===== src/rtl/rr_sel_arbiter_pkg.sv =====
// Shared constants and types for the round-robin select arbiter.
//   N    : number of requesters (fixed at 8)
//   SELW : width of the binary select code
//   W    : data width per requester
package rr_sel_pkg;

  localparam int N    = 8;
  localparam int SELW = 3;
  localparam int W    = 3;

  typedef enum logic [1:0] {
    IDLE    = 2'd0,
    GRANT   = 2'd1,
    RELEASE = 2'd2
  } arb_state_t;

  typedef logic [W-1:0] data_t;

endpackage


===== src/rtl/rr_sel_arbiter_if.sv =====
// Requester-side bus of the select arbiter.
//   req  : per-requester level request
//   a    : per-requester data, a[i] belongs to requester i
//   gnt  : one-hot grant
//   sel  : binary index of current/last owner
//   busy : high while a grant is active
//   y    : a[sel] while busy, else 0
// master = requester side, slave = arbiter side.
interface rr_sel_arbiter_if;
  import rr_sel_pkg::*;

  logic [N-1:0]    req;
  data_t [N-1:0]   a;
  logic [N-1:0]    gnt;
  logic [SELW-1:0] sel;
  logic            busy;
  data_t           y;

  modport master (output req, a, input gnt, sel, busy, y);
  modport slave  (input req, a, output gnt, sel, busy, y);

endinterface


===== src/rtl/rr_sel_arbiter_pick.sv =====
// rr_pick: combinational rotate-priority finder.
//   req   : request vector
//   ptr   : index that has highest priority
//   found : some request is set
//   idx   : first set request scanning ptr, ptr+1, ... mod N
module rr_pick
  import rr_sel_pkg::*;
(
  input  logic [N-1:0]    req,
  input  logic [SELW-1:0] ptr,
  output logic            found,
  output logic [SELW-1:0] idx
);

  logic [N-1:0]    rot;
  logic [SELW-1:0] off;

  always_comb begin
    // rot[i] is the request i places after ptr; 3-bit sum wraps mod 8
    for (int i = 0; i < N; i++) begin
      rot[i] = req[SELW'(i) + ptr];
    end
    found = |rot;
    off   = '0;
    for (int i = N - 1; i >= 0; i--) begin
      if (rot[i]) off = SELW'(i);
    end
    idx = off + ptr;
  end

endmodule


===== src/rtl/rr_sel_arbiter.sv =====
// rr_sel_arbiter: round-robin arbiter sharing one 8-way select datapath.
//   clk      : system clock, rising edge
//   rst      : asynchronous active-high reset
//   bus      : requester bus (req, a in; gnt, sel, busy, y out)
//   MAX_HOLD : max consecutive grant cycles while others wait, 0 = no limit
//
// state   | meaning
// IDLE    | no grant, waiting for any request
// GRANT   | one requester owns the datapath
// RELEASE | single turnaround cycle with gnt=0, ptr already advanced
module rr_sel_arbiter
  import rr_sel_pkg::*;
#(
  parameter int MAX_HOLD = 15
) (
  input logic             clk,
  input logic             rst,
  rr_sel_arbiter_if.slave bus
);

  localparam int  HOLD_LAST  = (MAX_HOLD == 0) ? 0 : MAX_HOLD - 1;
  localparam int  CNTW       = (HOLD_LAST > 1) ? $clog2(HOLD_LAST + 1) : 1;
  localparam bit  TIMEOUT_EN = (MAX_HOLD != 0);
  localparam logic [CNTW-1:0] CNT_LAST = CNTW'(HOLD_LAST);

  arb_state_t      state_q, state_n;
  logic [N-1:0]    gnt_q, gnt_n;
  logic [SELW-1:0] sel_q, sel_n;
  logic            busy_q, busy_n;
  logic [SELW-1:0] ptr_q, ptr_n;
  logic [CNTW-1:0] cnt_q, cnt_n;

  logic            found;
  logic [SELW-1:0] pick_idx;
  logic            others_pending;
  logic            timeout;

  rr_pick u_pick (
    .req   (bus.req),
    .ptr   (ptr_q),
    .found (found),
    .idx   (pick_idx)
  );

  assign others_pending = |(bus.req & ~gnt_q);
  assign timeout        = TIMEOUT_EN && (cnt_q == CNT_LAST) && others_pending;

  always_ff @(posedge clk or posedge rst) begin
    if (rst) begin
      state_q <= IDLE;
      gnt_q   <= '0;
      sel_q   <= '0;
      busy_q  <= 1'b0;
      ptr_q   <= '0;
      cnt_q   <= '0;
    end else begin
      state_q <= state_n;
      gnt_q   <= gnt_n;
      sel_q   <= sel_n;
      busy_q  <= busy_n;
      ptr_q   <= ptr_n;
      cnt_q   <= cnt_n;
    end
  end

  always_comb begin
    state_n = state_q;
    gnt_n   = gnt_q;
    sel_n   = sel_q;
    busy_n  = busy_q;
    ptr_n   = ptr_q;
    cnt_n   = cnt_q;
    unique case (state_q)
      // ptr is advanced on entry to RELEASE, so the turnaround cycle can
      // already pick the next owner; this keeps the gap to one cycle.
      IDLE, RELEASE: begin
        if (found) begin
          state_n         = GRANT;
          gnt_n           = '0;
          gnt_n[pick_idx] = 1'b1;
          sel_n           = pick_idx;
          busy_n          = 1'b1;
          cnt_n           = '0;
        end else begin
          state_n = IDLE;
        end
      end
      GRANT: begin
        if (!bus.req[sel_q] || timeout) begin
          state_n = RELEASE;
          gnt_n   = '0;
          busy_n  = 1'b0;
          ptr_n   = sel_q + 1'b1;
        end else if (TIMEOUT_EN && (cnt_q != CNT_LAST)) begin
          cnt_n = cnt_q + 1'b1;
        end
      end
      default: begin
        state_n = IDLE;
        gnt_n   = '0;
        busy_n  = 1'b0;
      end
    endcase
  end

  assign bus.gnt  = gnt_q;
  assign bus.sel  = sel_q;
  assign bus.busy = busy_q;
  assign bus.y    = busy_q ? bus.a[sel_q] : '0;

endmodule

===== src/flat_wrapper.sv =====
// flat-port wrapper written by rule: the top's interface ports become plain ports
module rr_sel_arbiter_flat import rr_sel_pkg::*;
#(
  parameter int MAX_HOLD = 15
)
  (clk, rst, bus_req, bus_a, bus_gnt, bus_sel, bus_busy, bus_y);
  rr_sel_arbiter_if bus_i ();
  input logic clk;
  input logic rst;
  input wire logic [$bits(bus_i.req)-1:0] bus_req;
  input wire logic [$bits(bus_i.a)-1:0] bus_a;
  output wire logic [$bits(bus_i.gnt)-1:0] bus_gnt;
  output wire logic [$bits(bus_i.sel)-1:0] bus_sel;
  output wire logic [$bits(bus_i.busy)-1:0] bus_busy;
  output wire logic [$bits(bus_i.y)-1:0] bus_y;
  assign bus_i.req = bus_req;
  assign bus_i.a = bus_a;
  assign bus_gnt = bus_i.gnt;
  assign bus_sel = bus_i.sel;
  assign bus_busy = bus_i.busy;
  assign bus_y = bus_i.y;
  rr_sel_arbiter #(.MAX_HOLD(MAX_HOLD)) u_core (.clk(clk), .rst(rst), .bus(bus_i));
endmodule

===== config.mk =====
export PLATFORM = sky130hd
export DESIGN_NAME = rr_sel_arbiter_flat
export DESIGN_NICKNAME = d
export VERILOG_FILES = /design/src/rtl/rr_sel_arbiter_pkg.sv /design/src/rtl/rr_sel_arbiter_if.sv /design/src/rtl/rr_sel_arbiter_pick.sv /design/src/rtl/rr_sel_arbiter.sv /design/src/flat_wrapper.sv
export SDC_FILE = /design/constraint.sdc
export NUM_CORES = 1
export LEC_CHECK = 0
export CORE_MARGIN = 5
export CORE_UTILIZATION = 60
export DETAILED_ROUTE_END_ITERATION = 16
export DONT_BUFFER_PORTS = 1
export GPL_TIMING_DRIVEN = 0
export PLACE_DENSITY = 0.77
export SLEW_MARGIN = 10
export SYNTH_ARGS = -nofsm -noshare
export SYNTH_HDL_FRONTEND = slang
export SYNTH_SLANG_ARGS = --single-unit

===== constraint.sdc =====
create_clock -name clk -period 6.77 [get_ports clk]
set_clock_uncertainty 0.2 [all_clocks]
set_input_delay 1.354 -clock clk [delete_from_list [all_inputs] [get_ports clk]]
set_output_delay 1.354 -clock clk [all_outputs]
set_load 0.05 [all_outputs]

Word-level counts from Yosys, hierarchy flattened

Index checks and enable logic that the tools add are counted.

Flip-flop bits (word level): 21
Input port bits: 34
Output and inout bits: 15
Word-level logic and storage cells: 94

Add/sub/neg operators: 10
Magnitude comparators: 11
Equal/unequal tests: 8
Mux-type cells: 44
Bitwise logic cells: 2
Reductions and logical operators: 13

Operators with widths:

| cell                  | number |
|---|---|
| $lt A3 B4 Y1 const B  | 10 |
| $mux W3               | 10 |
| $bmux W1 S3           | 9 |
| $mux W8               | 2 |
| $pmux W8 S2           | 1 |
| $reduce_or A8 Y1      | 2 |
| $mux W1               | 13 |
| $add A3 B3 Y3 const A | 4 |
| $mux W4               | 3 |
| $bmux W3 S3           | 1 |
| $and A8 B8 Y8         | 1 |
| $not A8 Y8            | 1 |
| $pmux W4 S2           | 1 |
| $add A2 B3 Y3 const A | 2 |
| $ne A2 B1 Y1 const B  | 3 |
| $reduce_and A2 Y1     | 3 |
| $add A4 B1 Y4 const B | 1 |
| $eq A4 B4 Y1 const B  | 1 |
| $ne A4 B4 Y1 const B  | 1 |
| $pmux W2 S2           | 1 |
| $reduce_and A4 Y1     | 1 |
| $add A1 B3 Y3 const A | 1 |
| $add A3 B1 Y3 const B | 1 |
| $add A3 B3 Y3         | 1 |
| 13 further kinds      | 14 |

Longest topological paths before layout

Depth in word-level cells: 18
Gate-level depth with buffers: 16
Mapped depth without buffers: 14

Modules after synthesis

A second synthesis with hierarchy kept.

Cell total of the unflattened synthesis: 192
Area total of the unflattened synthesis: 2034.5 µm²

By module, submodules not included:

| module         | times used | cells each | area an instance (µm²) | seq. area each (µm²) |
|---|---|---|---|---|
| rr_sel_arbiter | 1          | 129        | 1407.6                 | 525.5 |
| rr_pick        | 1          | 63         | 626.9                  | 0.0 |

Worst setup path before layout

OpenSTA, ideal clock, no wires.

Path type: input-to-reg
Start: in bus_req[0]
End: reg u_core.gnt_q[7] (netlist: u_core.bus.gnt[7])
Setup time: 0.069 ns
Arrival: 3.714 ns
Required time: 6.501 ns
Setup slack: 2.787 ns
Cell stages on the path: 11
Path buffers: 1
Cells stage by stage: mux4_2 mux2i_1 and2_1 buf_2 o32ai_1 fa_1 xnor2_1 nor2b_1 nand2_1 o21ai_2 a32o_1

Longest elaborated chain between the ends: 17
Elaborated cells on any way between the ends: 43
Classes of those cells: add/sub: 1; order compare: 2; eq/ne: 2; mux: 30; bitwise: 1; reduce/logical: 7

RTL lines:

| item                                                                      | line                      | RTL |
|---|---|---|
| start: declaration                                                        | flat_wrapper.sv:10        | `input wire logic [$bits(bus_i.req)-1:0] bus_req;` |
| $bmux W1 S3                                                               | rr_sel_arbiter_pick.sv:21 | `rot[i] = req[SELW'(i) + ptr];` |
| $mux W1 (implied by the code)                                             | rr_sel_arbiter_pick.sv:21 |  |
| $mux W3 (8 in series)                                                     | rr_sel_arbiter_pick.sv:26 | `if (rot[i]) off = SELW'(i);` |
| $add A3 B3 Y3                                                             | rr_sel_arbiter_pick.sv:28 | `idx = off + ptr;` |
| $lt A3 B4 Y1 (implied by the code) / $ge A3 B1 Y1 (equally long branches) | rr_sel_arbiter.sv:80      | `gnt_n[pick_idx] = 1'b1;` |
| $logic_and A1 B1 Y1 (implied by the code)                                 | rr_sel_arbiter.sv:80      |  |
| $mux W1 (implied by the code)                                             | rr_sel_arbiter.sv:80      |  |
| $demux W1 S3                                                              | -                         |  |
| $mux W8                                                                   | rr_sel_arbiter.sv:77      | `if (found) begin` |
| $pmux W8 S2                                                               | rr_sel_arbiter.sv:73      | `unique case (state_q)` |
| end signal: assignment                                                    | rr_sel_arbiter.sv:58      | `gnt_q <= gnt_n;` |
| end: declaration                                                          | rr_sel_arbiter.sv:27      | `logic [N-1:0] gnt_q, gnt_n;` |

Several ways; a longest one is shown, not always the timed one. The select of a mux whose other input is x is not followed.
A chain may end at the register's enable or synchronous reset.

Worst setup path after layout

Start: reg u_core.sel_q[0] (netlist: u_core.bus.sel[0])
End: out bus_y[0]

Longest elaborated chain between the ends: 3

RTL lines:

| item                          | line                  | RTL |
|---|---|---|
| start: declaration            | rr_sel_arbiter.sv:28  | `logic [SELW-1:0] sel_q, sel_n;` |
| start signal: assignment      | rr_sel_arbiter.sv:59  | `sel_q <= sel_n;` |
| $bmux W3 S3                   | rr_sel_arbiter.sv:109 | `assign bus.y = busy_q ? bus.a[sel_q] : '0;` |
| $mux W3 (implied by the code) | rr_sel_arbiter.sv:109 |  |
| $mux W3                       | rr_sel_arbiter.sv:109 |  |
| end: declaration              | flat_wrapper.sv:15    | `output wire logic [$bits(bus_i.y)-1:0] bus_y;` |

Every way passes these cells. The select of a mux whose other input is x is not followed.

==> impl_results.md <==
* Initial DRC Count at 146
* Worst R2R Start: u_core.ptr_q[1]$_DFFE_PP0P_
* Routed Antenna Nets at 0
* Tot GR Track Use at 22.1%
* Final min period at 4.33 ns
* Initial Util at 63.1%
* CP Data Required Time at 5.22 ns
* Final Cycle Share at between 60% and 70%
* RSZ-0062 raised after global routing: no
* # diodes at 0
* Critical path, cell by cell: clkbuf_1 > mux4_2 > nand2_1 > a21oi_1
* H-tree depth at 1
* DIE WIDTH at between 60 and 70 um
* Port bufs at 0
* Critical Setup Path Class: flop to output pin
* Final HPWL DP at 3630 um
* Drt via density at 6.62
* DRC violations left at 0
* Final RePlAce weighted congestion at 0.928
* Top cell type's share of synthesized area at 26.9%
* Synth unique cells at 48
* Post-synth top cells: dfrtp_1, mux4_2, nand2_1
* Worst-Skew Late Latency at 0.31 ns
* FF-to-FF path depth at 15
* Slowest cell delay on critical path at about 0.84 ns
* Mapped Nets at 217
* Final setup vio count at 0
* Crit path DAT at 2.78 ns
* Synth Instances at roughly 180
* Total standard cell area after synthesis at 0.00196 mm2
* Reg clk slew, reported paths at 0.11 ns
* Top-count cell post-synth: dfrtp_1
* Fin. max-slew vios at 0
* Initial antenna violation count at 0
* Core box area at 0.00310 mm2
* CTS tree: done
* Largest net degree at the start of global routing at 22
* Hold Vio Cnt, Final at 0
* Post-synth ARST share at 100%
* Num CTS Buffers at 3
* Area growth syn-to-layout at 4.16%
* Sink Count at 21
* Flops & latches, synth at 21
* I/O pin cnt at 49
* Worst Max-Slew Pin Slew at 1.06 ns
* Maxcap violations at 0
* Floorplan row count at 20
* Setup Fix Bufs, Post-CTS at 0
* R2R Path End: u_core.bus.gnt[7]$_DFFE_PP0P_
* Die Area at 0.00450 mm2
* Nets at 222
* Post-CTS Resized at 0
* Total wire length at 4520 um
* Register area at between 500 and 600 um2
* First-pass GRT wire length at ~7500 um
* Vias in the first global route at about 1,500
* Hold Crit Class: flop to flop
* Setup TNS at 0 ns
* Synthesized area per cell at 11.1 um2
* Status: complete, no violations
* Via count at 1,483
* Fillers at 270
* Type of origin of the critical path: flop
* Area of the multi-input gates at 0.00133 mm2
* Avg WL per Cell at 20.2 um
* Critical path peak fanout at 10
* Root buf cell: clkbuf_4
* Remaining Overflow, GRT at 0
* Fmax at 0.231 GHz
* Synth warnings at 0
* Setup crit end: bus_y[0]
* Cell taking the most area after synthesis: dfrtp_1
* Share of cells above drive strength 1 at 25.6%
* Dominant cells by area after synthesis: dfrtp_1, mux4_2, mux2i_1
* Longest Clk Path Bufs at 2
* Die height at ~67 um
* Hold-fix buffers, CTS at 0
* DRT Pass-1 Iters at 4
* Post-synth EDFFs at 0
* Crit path launch: u_core.bus.sel[0]$_DFFE_PP0P_
* CP endpoint kind: output pin
* Top FF cell, synth: dfrtp_1
* Worst reg-to-reg setup slack at ~2.7 ns
* Relative slew slack at between 20% and 30%
* Slowest CP cell: a21oi_1
* Seq/Total Area, Yosys at 26.9%
state kept, by name, summed over array words and instances (netlist names):
register and cells:
u_core.state_q 2, u_core.cnt_q 4, u_core.bus.sel 3, u_core.bus.gnt 8
u_core.ptr_q 3, u_core.bus.busy 1
kinds of logic after synthesis:
kind of cell,synth area share (%)
compound gates,15.0
xor+xnor,3.13
fa+ha+maj,4.86
buf+inv,5.43
flops,26.9
mux,32.2
simple gates,12.5
routing by layer:
metal | wire length (um) | global-route usage (%)
met1 | 1900 | 29.2
met2 | 2210 | 37.7
met3 | 399 | 6.07
met4 | 13 | 2.03
met5 | 0 | 0
metrics by stage:
stage / instances / hold WS, ns / worst slack (ns) / util, % / area (um2)
after floorplan: 176 / 0.306 / 2.79 / - / 1960
after global placement: 220 / 0.336 / 2.50 / 64.8 / 2010
after detailed placement: 220 / 0.352 / 2.48 / 64.8 / 2010
after CTS: 224 / 0.375 / 2.40 / 65.7 / 2040
after global routing: 224 / 0.409 / 2.27 / 65.7 / 2040
final: 224 / 0.378 / 2.44 / 65.7 / 2040
critical path, delay by kind of cell, from the launching register on:
kind	cells	cell delay [ns]
AO/OA/AOI/OAI	1	0.84
buffers and inverters	1	0.55
flip-flops	1	0.67
multiplexers	1	0.34
AND/OR/NAND/NOR	1	0.06
cell type report:
cell class / instances / share of cell area, %
clock buffer: 4 / 1.29
multi-input combinational: 132 / 65.0
buffer: 7 / 2.27
sequential: 21 / 25.8
tap: 44 / 2.70
inverter: 16 / 2.95
worst min-delay path by stage:
stage	slack [ns]	startpoint	cells past startpoint	endpoint
after floorplan	0.31	u_core.state_q[0]$_DFFE_PP0N_	1	u_core.bus.busy$_DFFE_PP0P_
after global placement	0.34	u_core.cnt_q[3]$_DFFE_PP0P_	2	u_core.cnt_q[3]$_DFFE_PP0P_
after detailed placement	0.35	u_core.cnt_q[3]$_DFFE_PP0P_	2	u_core.cnt_q[3]$_DFFE_PP0P_
after CTS	0.37	u_core.cnt_q[3]$_DFFE_PP0P_	2	u_core.cnt_q[3]$_DFFE_PP0P_
after global routing	0.41	u_core.cnt_q[3]$_DFFE_PP0P_	2	u_core.cnt_q[3]$_DFFE_PP0P_
final	0.38	u_core.cnt_q[3]$_DFFE_PP0P_	2	u_core.cnt_q[3]$_DFFE_PP0P_
cell usage in the layout (no fill, tap or decap), types with 2 or more instances in the layout:
master    instances
and2_1            2
xor2_1            3
buf_2             4
mux2i_2           2
nor3_1            2
mux4_2           19
nor2b_1           8
nand2_1          16
inv_1            15
o21ai_0           2
buf_6             2
dfrtp_1          21
a22oi_1           3
nand2b_1          2
xnor2_1           4
a21oi_1           5
nand4_1           2
mux2_2            2
o32ai_1           2
clkbuf_1          2
nand3_1           3
a22o_1            6
ha_1              6
mux2i_1           8
mux2_1            5
o21ai_2           2
nor2_1            8
clkbuf_4          3
Power is left out: the tool's default activity adds up to more than one toggle a clock period on the data nets, which glitch-free logic cannot reach.
